==> config.mk <==
export PLATFORM = sky130hd
export DESIGN_NAME = wb_uart_rx
export DESIGN_NICKNAME = d
export VERILOG_FILES = /design/src/rtl/wb_uart_rx.sv
export SDC_FILE = /design/constraint.sdc
export NUM_CORES = 1
export LEC_CHECK = 0
export BUFFER_PORTS_ARGS = -buffer_cell sky130_fd_sc_hd__buf_2
export CORE_ASPECT_RATIO = 0.9
export CORE_MARGIN = 4
export CORE_UTILIZATION = 61
export CTS_CLUSTER_SIZE = 12
export DETAILED_ROUTE_END_ITERATION = 12
export GPL_TIMING_DRIVEN = 1
export PLACE_DENSITY = 0.93
export SLEW_MARGIN = 20
export SYNTH_ARGS = -nofsm -noshare
export SYNTH_HDL_FRONTEND = slang
export SYNTH_SLANG_ARGS = --single-unit
==> constraint.sdc <==
create_clock -name wb_clk_i -period 4.3 [get_ports wb_clk_i]
set_input_delay 1.29 -clock wb_clk_i [delete_from_list [all_inputs] [get_ports wb_clk_i]]
set_output_delay 1.29 -clock wb_clk_i [all_outputs]
set_load 0.01 [all_outputs]
==> src/rtl/wb_uart_rx.sv <==
`default_nettype none
// ============================================================================
// Module   : wb_uart_rx
// Brief    : UART receive half. Oversamples an asynchronous 8N1 line, deframes
//            each byte into a one-byte holding register read over a Wishbone
//            read-only slave port. Sticky framing-error and overrun flags.
// Revision : 1.0 - initial release
// ============================================================================
module wb_uart_rx #(
  parameter int TICKS_PER_BAUD = 16
) (
  input  logic       wb_clk_i,
  input  logic       wb_rst_i,
  input  logic       wb_stb_i,
  output logic       wb_ack_o,
  output logic [7:0] wb_dat_o,
  output logic       rx_valid_o,
  output logic       rx_ferr_o,
  output logic       rx_ovr_o,
  input  logic       uart_rx
);

  // Baud counter must hold TICKS_PER_BAUD-1; mid-bit point of the start bit is HALF.
  localparam int                 c_CNT_W = (TICKS_PER_BAUD > 1) ? $clog2(TICKS_PER_BAUD) : 1;
  localparam logic [c_CNT_W-1:0] c_HALF  = c_CNT_W'(TICKS_PER_BAUD / 2 - 1);
  localparam logic [c_CNT_W-1:0] c_LAST  = c_CNT_W'(TICKS_PER_BAUD - 1);

  typedef enum logic [2:0] {
    S_IDLE      = 3'd0,
    S_START     = 3'd1,
    S_DATA      = 3'd2,
    S_STOP      = 3'd3,
    S_WAIT_HIGH = 3'd4
  } state_t;

  // Line synchronizer
  logic               r_sync1;
  logic               r_sync2;

  // Deframer
  state_t             r_state;
  logic [c_CNT_W-1:0] r_cnt;
  logic [2:0]         r_bit_idx;
  logic [7:0]         r_shift;

  // Holding register, flags and bus side
  logic [7:0]         r_hold;
  logic               r_valid;
  logic               r_ferr;
  logic               r_ovr;
  logic               r_ack;
  logic [7:0]         r_dat;

  logic               w_rx_s;
  logic               w_rd;
  logic               w_stop_smp;
  logic               w_deliver;
  logic               w_frame_err;
  logic               w_store;
  logic               w_overrun;

  assign w_rx_s      = r_sync2;

  // A read is accepted only while no ack is outstanding, so a held strobe
  // alternates accept / ack cycles.
  assign w_rd        = wb_stb_i & ~r_ack;

  // Stop bit is sampled at its centre; a high stop delivers, a low one is a framing error.
  assign w_stop_smp  = (r_state == S_STOP) && (r_cnt == c_LAST);
  assign w_deliver   = w_stop_smp & w_rx_s;
  assign w_frame_err = w_stop_smp & ~w_rx_s;

  // A delivered byte is kept if the register is empty or is being read this
  // cycle; otherwise it is dropped and flagged as an overrun.
  assign w_store     = w_deliver & (~r_valid | w_rd);
  assign w_overrun   = w_deliver & r_valid & ~w_rd;

  // Two-flop synchronizer; resets to the idle (high) line level.
  always_ff @(posedge wb_clk_i) begin
    if (wb_rst_i) begin
      r_sync1 <= 1'b1;
      r_sync2 <= 1'b1;
    end else begin
      r_sync1 <= uart_rx;
      r_sync2 <= r_sync1;
    end
  end

  // Receive state machine: start qualification, data shifting, stop check.
  always_ff @(posedge wb_clk_i) begin
    if (wb_rst_i) begin
      r_state   <= S_IDLE;
      r_cnt     <= '0;
      r_bit_idx <= 3'd0;
      r_shift   <= 8'h00;
    end else begin
      case (r_state)
        S_IDLE: begin
          r_cnt <= '0;
          if (!w_rx_s) begin
            r_state <= S_START;
          end
        end

        S_START: begin
          // Re-check the line at the middle of the start bit to reject glitches.
          if (r_cnt == c_HALF) begin
            r_cnt <= '0;
            if (!w_rx_s) begin
              r_state   <= S_DATA;
              r_bit_idx <= 3'd0;
            end else begin
              r_state <= S_IDLE;
            end
          end else begin
            r_cnt <= r_cnt + 1'b1;
          end
        end

        S_DATA: begin
          // LSB arrives first, so shift right and insert at the MSB.
          if (r_cnt == c_LAST) begin
            r_cnt     <= '0;
            r_shift   <= {w_rx_s, r_shift[7:1]};
            r_bit_idx <= r_bit_idx + 3'd1;
            if (r_bit_idx == 3'd7) begin
              r_state <= S_STOP;
            end
          end else begin
            r_cnt <= r_cnt + 1'b1;
          end
        end

        S_STOP: begin
          if (r_cnt == c_LAST) begin
            r_cnt   <= '0;
            r_state <= w_rx_s ? S_IDLE : S_WAIT_HIGH;
          end else begin
            r_cnt <= r_cnt + 1'b1;
          end
        end

        S_WAIT_HIGH: begin
          // A held-low line (break) must return high before a new start is looked for.
          r_cnt <= '0;
          if (w_rx_s) begin
            r_state <= S_IDLE;
          end
        end

        default: begin
          r_state <= S_IDLE;
          r_cnt   <= '0;
        end
      endcase
    end
  end

  // Holding register, sticky flags and Wishbone read response; set beats clear.
  always_ff @(posedge wb_clk_i) begin
    if (wb_rst_i) begin
      r_hold  <= 8'h00;
      r_valid <= 1'b0;
      r_ferr  <= 1'b0;
      r_ovr   <= 1'b0;
      r_ack   <= 1'b0;
      r_dat   <= 8'h00;
    end else begin
      r_ack <= w_rd;

      // The read always returns the byte held before this edge.
      if (w_rd) begin
        r_dat <= r_valid ? r_hold : 8'h00;
      end

      if (w_store) begin
        r_hold  <= r_shift;
        r_valid <= 1'b1;
      end else if (w_rd) begin
        r_valid <= 1'b0;
      end

      if (w_frame_err) begin
        r_ferr <= 1'b1;
      end else if (w_rd) begin
        r_ferr <= 1'b0;
      end

      if (w_overrun) begin
        r_ovr <= 1'b1;
      end else if (w_rd) begin
        r_ovr <= 1'b0;
      end
    end
  end

  assign wb_ack_o   = r_ack;
  assign wb_dat_o   = r_dat;
  assign rx_valid_o = r_valid;
  assign rx_ferr_o  = r_ferr;
  assign rx_ovr_o   = r_ovr;

endmodule
`default_nettype wire

==> metrics, run 1 <==
status completed; clk root buf clkbuf_4; post-CTS resize count 0; vias in the first global route 1,076; layout cell share with drive strength beyond 1 19.4%; most frequent cells in the layout dfxtp_1, nand2b_1, mux2i_1; fmax 443 MHz; Fin. Hold Viols 0; first-pass GRT wire length 5080 um; WP data arrival 0.97 ns; number of diodes 0; largest net degree at the start of global routing 35; Clock Path Buffers 2; sequential element share of the synthesized area 48.7%; total core area 0.00251 mm^2; DIE AREA 0.00359 mm^2; chip height 57.2 um; Max Fanout on Critical Path 6; DRT Wirelength 2710 um; register area 801 um^2; Top Ports 16; Final Skew 0.0163 ns; Vias/cell 5.68; Final #Nets 172; Max-cap violations 0; Cell Rows 17; Worst Setup Start Kind flop; fin. max-slew vios 0; Global Route Usage Sum 18.5%; Synth area leaders dfxtp_1, mux2i_1, nand2b_1; clock tree from TritonCTS built; IO Port Bufs 15; maximum vdd drop 239 uV; Yosys reg bits 40; RSZ-0062 raised after global routing no; Reg clk slew, reported paths 0.12 ns; post-DP HPWL 2030 um; DRC Markers 0; HP Class flop to flop; area fraction of the dominant cell type after synthesis 48.7%; min Tclk post-route 2.26 ns; starting density of the core 65.5%; Netlist cell types 41; setup_tns 0 ns; Netlist Area Pre-Place 0.00164 mm^2; worst path required time 3.01 ns; Top delay family on crit path flip-flops; Final Cycle Share 52.5%; DIE WIDTH 62.7 um; total CTS buffers 5; Power Total 566 uW; Synth area leader dfxtp_1; post-synthesis area per instance 10.9 um^2; total grt overflow 0; worst slew pin tran 0.664 ns; final antenna-violating net count 0; Via Count 1,096; DR WL/cell 14.1 um; Final Util 70.1%; most common cell after layout, fill and taps aside dfxtp_1; Setup crit end kind output pin; combined area of the multi-input logic cells 787 um^2; synth-to-layout area growth 7.08%; clock sinks 40; initial DRC count 93; Post-CTS Setup Inserts 0; drt first pass iters 4; RePlAce Congestion 0.796; hold_buf cts 0; normalized max-slew margin 55.4%; H-tree depth 2; PwrDens 322 mW/mm^2; Setup Viol. Count Final 0; FILL cells 182; initial antenna violation count 0; area post-placement 0.00171 mm^2; Synth Net Count 158; Bufs and invs on worst path 1; Gate Count Post-Synth 151; Setup CP Type flop to output pin; CP max stage cell dfxtp_1; max incr delay on CP 0.45 ns; Leak 0.735 nW; worst-path cell chain buf_2; Ys Warns 0; clock latency on the worst-skew pair 0.35 ns; fin area 0.00176 mm^2
path summary, 6_finish.rpt:
check,depth (start not counted),from,slack (ns),end
max,1,rx_valid_o,2.04,rx_valid_o
min,1,r_sync1,0.42,r_sync2
max reg2reg,4,r_cnt[0],2.59,r_bit_idx[1]
min reg2reg,1,r_sync1,0.42,r_sync2
metal layers:
| metal | global-route usage [%] | vias up | routed length [um] |
|---|---|---|---|
| li1 | - | 570 | - |
| met1 | 23.2 | 499 | 1350 |
| met4 | 7.55 | 0 | 50 |
| met3 | 8.27 | 5 | 129 |
| met2 | 28.1 | 22 | 1180 |
| met5 | 0 | - | 0 |
state kept, by name, indices dropped and copies added (netlist names):
| signal | count |
|---|---|
| wb_ack_o | 1 |
| wb_dat_o | 8 |
| rx_ferr_o | 1 |
| r_sync2 | 1 |
| r_hold | 8 |
| rx_ovr_o | 1 |
| r_state | 3 |
| r_shift | 8 |
| rx_valid_o | 1 |
| r_sync1 | 1 |
| r_bit_idx | 3 |
| r_cnt | 4 |
cell type report:
class,instances,share of cell area (%)
Sequential cell,40,45.5
Tap cell,28,1.99
Multi-Input combinational cell,100,44.7
Timing Repair Buffer,15,4.27
Clock buffer,5,2.13
Clock inverter,2,0.711
Inverter,3,0.640
cells in the mapped netlist, drive strengths merged:
cell,number
a22o,8
a211oi,1
nor3,5
ha,3
or3,1
nor2b,1
buf,4
nor2,10
xor2,1
or2,2
nand4,1
or3b,1
or2b,1
a32o,2
a22oi,1
inv,3
nor3b,2
and4,2
nand3b,2
mux2i,16
o311a,1
dfxtp,40
nand2b,21
nand3,3
xnor2,3
nand2,1
o32ai,2
clkbuf,4
a31oi,1
and2,2
a211o,1
and3b,1
o2bb2ai,1
o21ai,2
a2111oi,1
stage by stage:
| stage | setup slack [ns] | hold WS, ns | std cells |
|---|---|---|---|
| final | 2.04 | 0.417 | 193 |
| after global routing | 1.96 | 0.443 | 193 |
| after CTS | 2.04 | 0.422 | 193 |
| after detailed placement | 1.77 | 0.398 | 186 |
| after global placement | 1.86 | 0.392 | 186 |
| after floorplan | 2.00 | 0.389 | 151 |
cell families (layout without fill, tap and decap cells):
| logic type | Yosys count | in the layout | synth area share (%) |
|---|---|---|---|
| AND/OR/NAND/NOR | 56 | 56 | 21.6 |
| adder cells (fa/ha/maj) | 3 | 3 | 2.29 |
| flip-flops | 40 | 40 | 48.7 |
| multiplexers | 16 | 16 | 9.75 |
| XOR/XNOR | 4 | 4 | 2.13 |
| AO/OA/AOI/OAI | 21 | 21 | 12.1 |
| buffers and inverters | 11 | 25 | 3.35 |
report_power, final:
| group | switching [mW] | total (mW) | leakage, nW | internal [mW] |
|---|---|---|---|---|
| sequential | 0.00275 | 0.375 | 0.323 | 0.373 |
| clock | 0.113 | 0.173 | 0.0271 | 0.0596 |
| combinational | 0.00958 | 0.0176 | 0.385 | 0.00799 |
| total | 0.126 | 0.566 | 0.735 | 0.440 |
Note: power is estimated with default switching activity, not from simulation.
==> run 2: changes to the inputs <==
ABC_AREA = 1   (was not set)
CORE_UTILIZATION = 51   (was 61)
PLACE_DENSITY = 0.84   (was 0.93)
clock period = 1.95 ns   (was 4.3 ns; I/O delays follow)
==> metrics, run 2 <==
Setup Viol. Count Final 0 (unchanged); post-DP HPWL 2240 um (+10%); Hold Startpoint uart_rx; Synth Net Count 214 (+35%); ys flop type dfxtp_1; Setup crit end kind output pin; DRT Wirelength 3170 um (+17%); top cells by count, synth dfxtp_1, nand2_1, nand3_1, nor2_1, a21oi_1; post-CTS resize count 0 (unchanged); initial DRC count 147 (+58%); Setup CP Type flop to output pin; DIE WIDTH 67.7 um (+8.0%); DR WL/cell 11.9 um (-16%); HP Class primary input to flop; RePlAce Congestion 0.926 (+16%); maximum vdd drop 540 uV (+130%); total grt overflow 0 (unchanged); synth-to-layout area growth 12.0%; Critical R2R Launch r_cnt[0]; sequential element share of the synthesized area 48.9% (+0.15 points); normalized max-slew margin 63.8% (+8.4 points); chip height 61.8 um (+7.9%); fmax 574 MHz; Final Cycle Share 89.3%; most common cell after layout, fill and taps aside dfxtp_1; post-route setup slack 0.208 ns (-1.83 ns); reg2reg setup slack 0.30 ns (-2.29 ns); Max Fanout on Critical Path 11 (+5); status completed; Yosys reg bits 40 (unchanged); Final Skew 0.0102 ns (-0.00605 ns); Final #Nets 231 (+34%); worst r2r dst r_shift[6]; Fin. Hold Viols 0 (unchanged); Reg clk slew, reported paths 0.13 ns (about the same); RSZ-0062 raised after global routing no; worst-path cell chain buf_2; total core area 0.00307 mm^2 (+22%); Clock Path Buffers 2 (unchanged); first-pass GRT wire length 5200 um (+2.3%); clock tree from TritonCTS built; Top Ports 16 (unchanged); hold_buf cts 0 (unchanged); area fraction of the dominant cell type after synthesis 48.9% (+0.15 points); Leak 0.826 nW (+12%); Gate Count Post-Synth 207 (+37%); WHS Endpoint r_sync1; FILL cells 261 (+43%); count leader, synth dfxtp_1; clock sinks 40 (unchanged); Netlist cell types 27 (-34%); DRC Markers 0 (unchanged); Max-cap violations 0 (unchanged); min Tclk post-route 1.74 ns; WP data arrival 1.16 ns (+0.19 ns); Cell Rows 19 (+2); Vias/cell 5.24 (-7.8%); layout cell share with drive strength beyond 1 19.1% (-0.28 points); setup_tns 0 ns (unchanged); most frequent cells in the layout dfxtp_1, nand2_1, nand3_1; Async SR Flop Fraction 0% (unchanged); H-tree depth 2 (unchanged); Synth area leader dfxtp_1; Bufs and invs on worst path 1 (unchanged); Top delay family on crit path flip-flops; vias in the first global route 1,174 (+9.1%); CP max stage cell dfxtp_1; number of diodes 0 (unchanged); starting density of the core 53.4% (-12 points); fin. max-slew vios 0 (unchanged); Worst Hold Depth 2 (+1); DIE AREA 0.00418 mm^2 (+17%); Global Route Usage Sum 16.8% (-1.8 points); drt first pass iters 5 (+1); final antenna-violating net count 0 (unchanged); worst path required time 1.36 ns (-1.65 ns); initial antenna violation count 0 (unchanged); Via Count 1,398 (+28%); IO Port Bufs 15 (unchanged); Worst Setup Start Kind flop; Ys Warns 0 (unchanged); largest net degree at the start of global routing 21 (-40%); placement-stage worst setup slack 0.330 ns (-1.44 ns); max incr delay on CP 0.59 ns (+0.14 ns); post-synthesis area per instance 7.91 um^2 (-27%); clk root buf clkbuf_4; Post-synth EDFFs 0 (unchanged); Reg2Reg Depth 6 (+2); worst slew pin tran 0.541 ns (-0.123 ns); total CTS buffers 5 (unchanged); Synth area leaders dfxtp_1, nand3_1, nand2_1; Post-CTS Setup Inserts 0 (unchanged); Netlist Area Pre-Place 0.00164 mm^2 (-0.30%); clock latency on the worst-skew pair 0.35 ns (about the same); PwrDens 1030 mW/mm^2 (+220%)
==> run 2: changes by cell type in the layout (fill, tap and decap cells not counted), sizes merged, moves of 8 or more <==
cell	previous run	this run
a21oi	0	19
nand2	1	45
nand3	3	31
inv	3	15
nand2b	21	0
nor2	10	30
mux2i	16	0
a22o	8	0
==> run 2: per-stage QoR <==
stage | power (mW) | area (um^2) | cells | util [%] | hold WS [ns]
2_1_floorplan | 1.24 | 1640 | 207 | - | 0.389
3_3_place_gp | 1.31 | 1740 | 259 | 56.9 | 0.391
3_5_place_dp | 1.31 | 1740 | 259 | 56.9 | 0.438
4_1_cts | 1.89 | 1830 | 267 | 59.8 | 0.421
5_1_grt | 1.98 | 1830 | 267 | 59.8 | 0.417
6_report | 1.89 | 1830 | 267 | 59.8 | 0.429
==> run 2: cell families after synthesis <==
group                    synth area share (%)
AO/OA/AOI/OAI                            9.47
XOR/XNOR                                0.535
adder cells (fa/ha/maj)                  2.29
flip-flops                               48.9
AND/OR/NAND/NOR                          33.2
buffers and inverters                    5.65
==> run 2: routing by layer <==
| metal | vias up | share of wire (%) | track usage [%] |
|---|---|---|---|
| li1 | 708 | - | - |
| met1 | 619 | 46 | 22.6 |
| met2 | 65 | 45 | 25.4 |
| met3 | 6 | 7.3 | 4.86 |
| met4 | 0 | 1.6 | 6.94 |
| met5 | - | 0 | 0 |
==> run 2: power by group <==
group          switching, mW  internal (mW)
combinational          0.260          0.135
sequential            0.0538          0.851
clock                  0.284          0.307
total                  0.598           1.29
==> run 2: worst max path at each step <==
stage	start	end	slack, ns	cells after the start
global placement	r_cnt[0]	r_shift[6]	0.36	6
CTS	rx_valid_o	rx_valid_o	0.22	1
detailed placement	r_cnt[0]	r_shift[6]	0.33	6
floorplan	r_cnt[0]	r_hold[0]	0.63	8
global route	r_cnt[0]	r_shift[6]	0.11	6
finish	rx_valid_o	rx_valid_o	0.21	1
==> run 2: final cells by class <==
| cell class | count | area [um^2] | area share [%] |
|---|---|---|---|
| Timing Repair Buffer | 17 | 90.1 | 4.91 |
| Tap cell | 42 | 52.6 | 2.86 |
| Sequential cell | 40 | 801 | 43.7 |
| Clock buffer | 6 | 51.3 | 2.80 |
| Clock inverter | 2 | 38.8 | 2.11 |
| Multi-Input combinational cell | 145 | 744 | 40.6 |
| Inverter | 15 | 56.3 | 3.07 |
==> run 3: changes to the inputs <==
GPL_TIMING_DRIVEN = 0   (was 1)
==> metrics, run 3 (synthesized netlist as in run 2, its figures left out) <==
status completed; most common cell after layout, fill and taps aside dfxtp_1; largest net degree at the start of global routing 13 (-38%); HP Class primary input to flop; initial antenna violation count 0 (unchanged); Worst Setup Start Kind flop; placed insts 263 (+1.5%); Final Cycle Share 78.8% (-11 points); Bufs and invs on worst path 1 (unchanged); max incr delay on CP 0.38 ns (-0.21 ns); WP data arrival 1.76 ns (+0.60 ns); total core area 0.00307 mm^2 (unchanged); clock power share 23.3% (-8.0 points); layout cell share with drive strength beyond 1 18.4% (-0.69 points); post-CTS resize count 0 (unchanged); setup_tns 0 ns (unchanged); clock tree from TritonCTS built; IO Port Bufs 14 (-1); fin cells 270 (+1.1%); Final #Nets 235 (+1.7%); number of diodes 0 (unchanged); Setup CP Type flop to flop; Top delay family on crit path simple AND/OR/NAND/NOR gates; chip height 61.8 um (unchanged); post-DP HPWL 2220 um (-0.89%); Fin. Hold Viols 0 (unchanged); Crit path depth 8 (+7); fin. max-slew vios 0 (unchanged); RSZ-0062 raised after global routing no; worst path required time 2.18 ns (+0.82 ns); Reg2Reg Depth 8 (+2); Vias/cell 5.07 (-3.2%); vias in the first global route 1,250 (+6.5%); clock sinks 40 (unchanged); Critical R2R Launch r_cnt[0]; Post-CTS Setup Inserts 0 (unchanged); Cell Rows 19 (unchanged); total CTS buffers 5 (unchanged); worst r2r dst r_hold[6]; Final Skew 0.0136 ns (+0.00340 ns); DIE AREA 0.00418 mm^2 (unchanged); Max-cap violations 0 (unchanged); final antenna-violating net count 0 (unchanged); CP max stage cell dfxtp_1; maximum vdd drop 457 uV (-15%); initial DRC count 93 (-37%); most frequent cells in the layout dfxtp_1, nand2_1, nand3_1; reg2reg setup slack 0.41 ns (+0.11 ns); first-pass GRT wire length 5260 um (+1.3%); Max Fanout on Critical Path 10 (-1); Pint 1.12 mW (-14%); Setup crit end kind flop; power share of the combinational group 22.9% (+2.0 points); Switching Share 33.6% (+2.0 points); Setup Viol. Count Final 0 (unchanged); PwrDens 929 mW/mm^2 (-9.9%); Top Ports 16 (unchanged); Global Route Usage Sum 16.9% (+0.16 points); DR WL/cell 11.1 um (-6.8%); worst-path cell chain ha_1 > nand3_2 > inv_1 > nand2_4 > nor2_8 > nand2_4 > nand2_1 > a21oi_1; Setup crit end r_hold[6]; normalized max-slew margin 66.3% (+2.5 points); starting density of the core 53.4% (unchanged); hold_buf cts 0 (unchanged); DIE WIDTH 67.7 um (unchanged); CP Launch Point r_cnt[0]; drt first pass iters 4 (-1); min Tclk post-route 1.54 ns (-0.205 ns); total grt overflow 0 (unchanged); clk root buf clkbuf_4; synth-to-layout area growth 10.5%; most used cell, CP nand2_4; Reg clk slew, reported paths 0.11 ns (-0.02 ns); DRT Wirelength 2980 um (-5.8%); Reg power frac 53.8% (+5.9 points); fmax 651 MHz (+13%); DRC Markers 0 (unchanged); Clock Path Buffers 2 (unchanged); Via Count 1,369 (-2.1%); worst slew pin tran 0.504 ns (-0.0376 ns); H-tree depth 2 (unchanged); clock latency on the worst-skew pair 0.36 ns (about the same); RePlAce Congestion 0.789 (-15%); Leak 0.811 nW (-1.7%); Psw 566 uW (-5.4%)
==> run 3: cell types whose count changed in the layout (fill, tap and decap cells not counted) <==
cell	before	now
clkinvlp_4	0	1
buf_1	0	1
clkbuf_1	0	3
bufinv_16	1	0
buf_2	15	16
buf_4	2	0
clkinv_4	1	0
buf_6	0	1
clkbuf_8	1	0
clkinv_2	0	1
==> run 3: worst reg2reg max path: cells and delay by family (launching register included) <==
| family | cells | cell delay (ns) |
|---|---|---|
| AND/OR/NAND/NOR | 5 | 0.59 |
| flip-flops | 1 | 0.38 |
| adder cells (fa/ha/maj) | 1 | 0.24 |
| buffers and inverters | 1 | 0.14 |
| AO/OA/AOI/OAI | 1 | 0.06 |
==> run 3: power by group through the flow <==
stage | clock [mW] | sequential [mW] | combinational (mW)
3_3_place_gp | 0 | 0.922 | 0.371
3_5_place_dp | 0 | 0.924 | 0.383
5_1_grt | 0.434 | 0.915 | 0.446
2_1_floorplan | 0 | 0.911 | 0.325
6_report | 0.391 | 0.905 | 0.385
4_1_cts | 0.400 | 0.905 | 0.384
==> run 3: per-layer routing <==
layer	track usage [%]	part of all wire (%)
met5	0	0
met4	11.3	2.2
met3	3.24	4.9
met2	26.6	45
met1	21.4	48
==> run 3: how the worst min path moves through the flow <==
stage,from,cells after the start,to,slack [ns]
after floorplan,r_sync1,1,r_sync2,0.39
after global placement,r_sync1,1,r_sync2,0.39
after detailed placement,r_sync1,1,r_sync2,0.40
after CTS,uart_rx,2,r_sync1,0.40
after global routing,uart_rx,2,r_sync1,0.42
final,uart_rx,2,r_sync1,0.41
==> run 3: cell type report <==
type	count	area, um^2
fill	286	1260
sequential	40	801
multi-input combinational	145	744
timing repair buffer	14	70.1
inverter	15	56.3
tap	42	52.6
clock buffer	5	37.5
buffer	7	36.3
clock inverter	2	12.5
==> run 3: per-stage QoR <==
step | utilization (%) | hold slack [ns] | total power [mW] | cell area (um^2) | setup WS [ns]
final | 59.0 | 0.413 | 1.68 | 1810 | 0.413
after global routing | 59.0 | 0.421 | 1.79 | 1810 | 0.284
after CTS | 59.0 | 0.405 | 1.69 | 1810 | 0.386
after detailed placement | 57.4 | 0.400 | 1.31 | 1760 | 0.415
after global placement | 57.4 | 0.391 | 1.29 | 1760 | 0.460
after floorplan | - | 0.389 | 1.24 | 1640 | 0.628
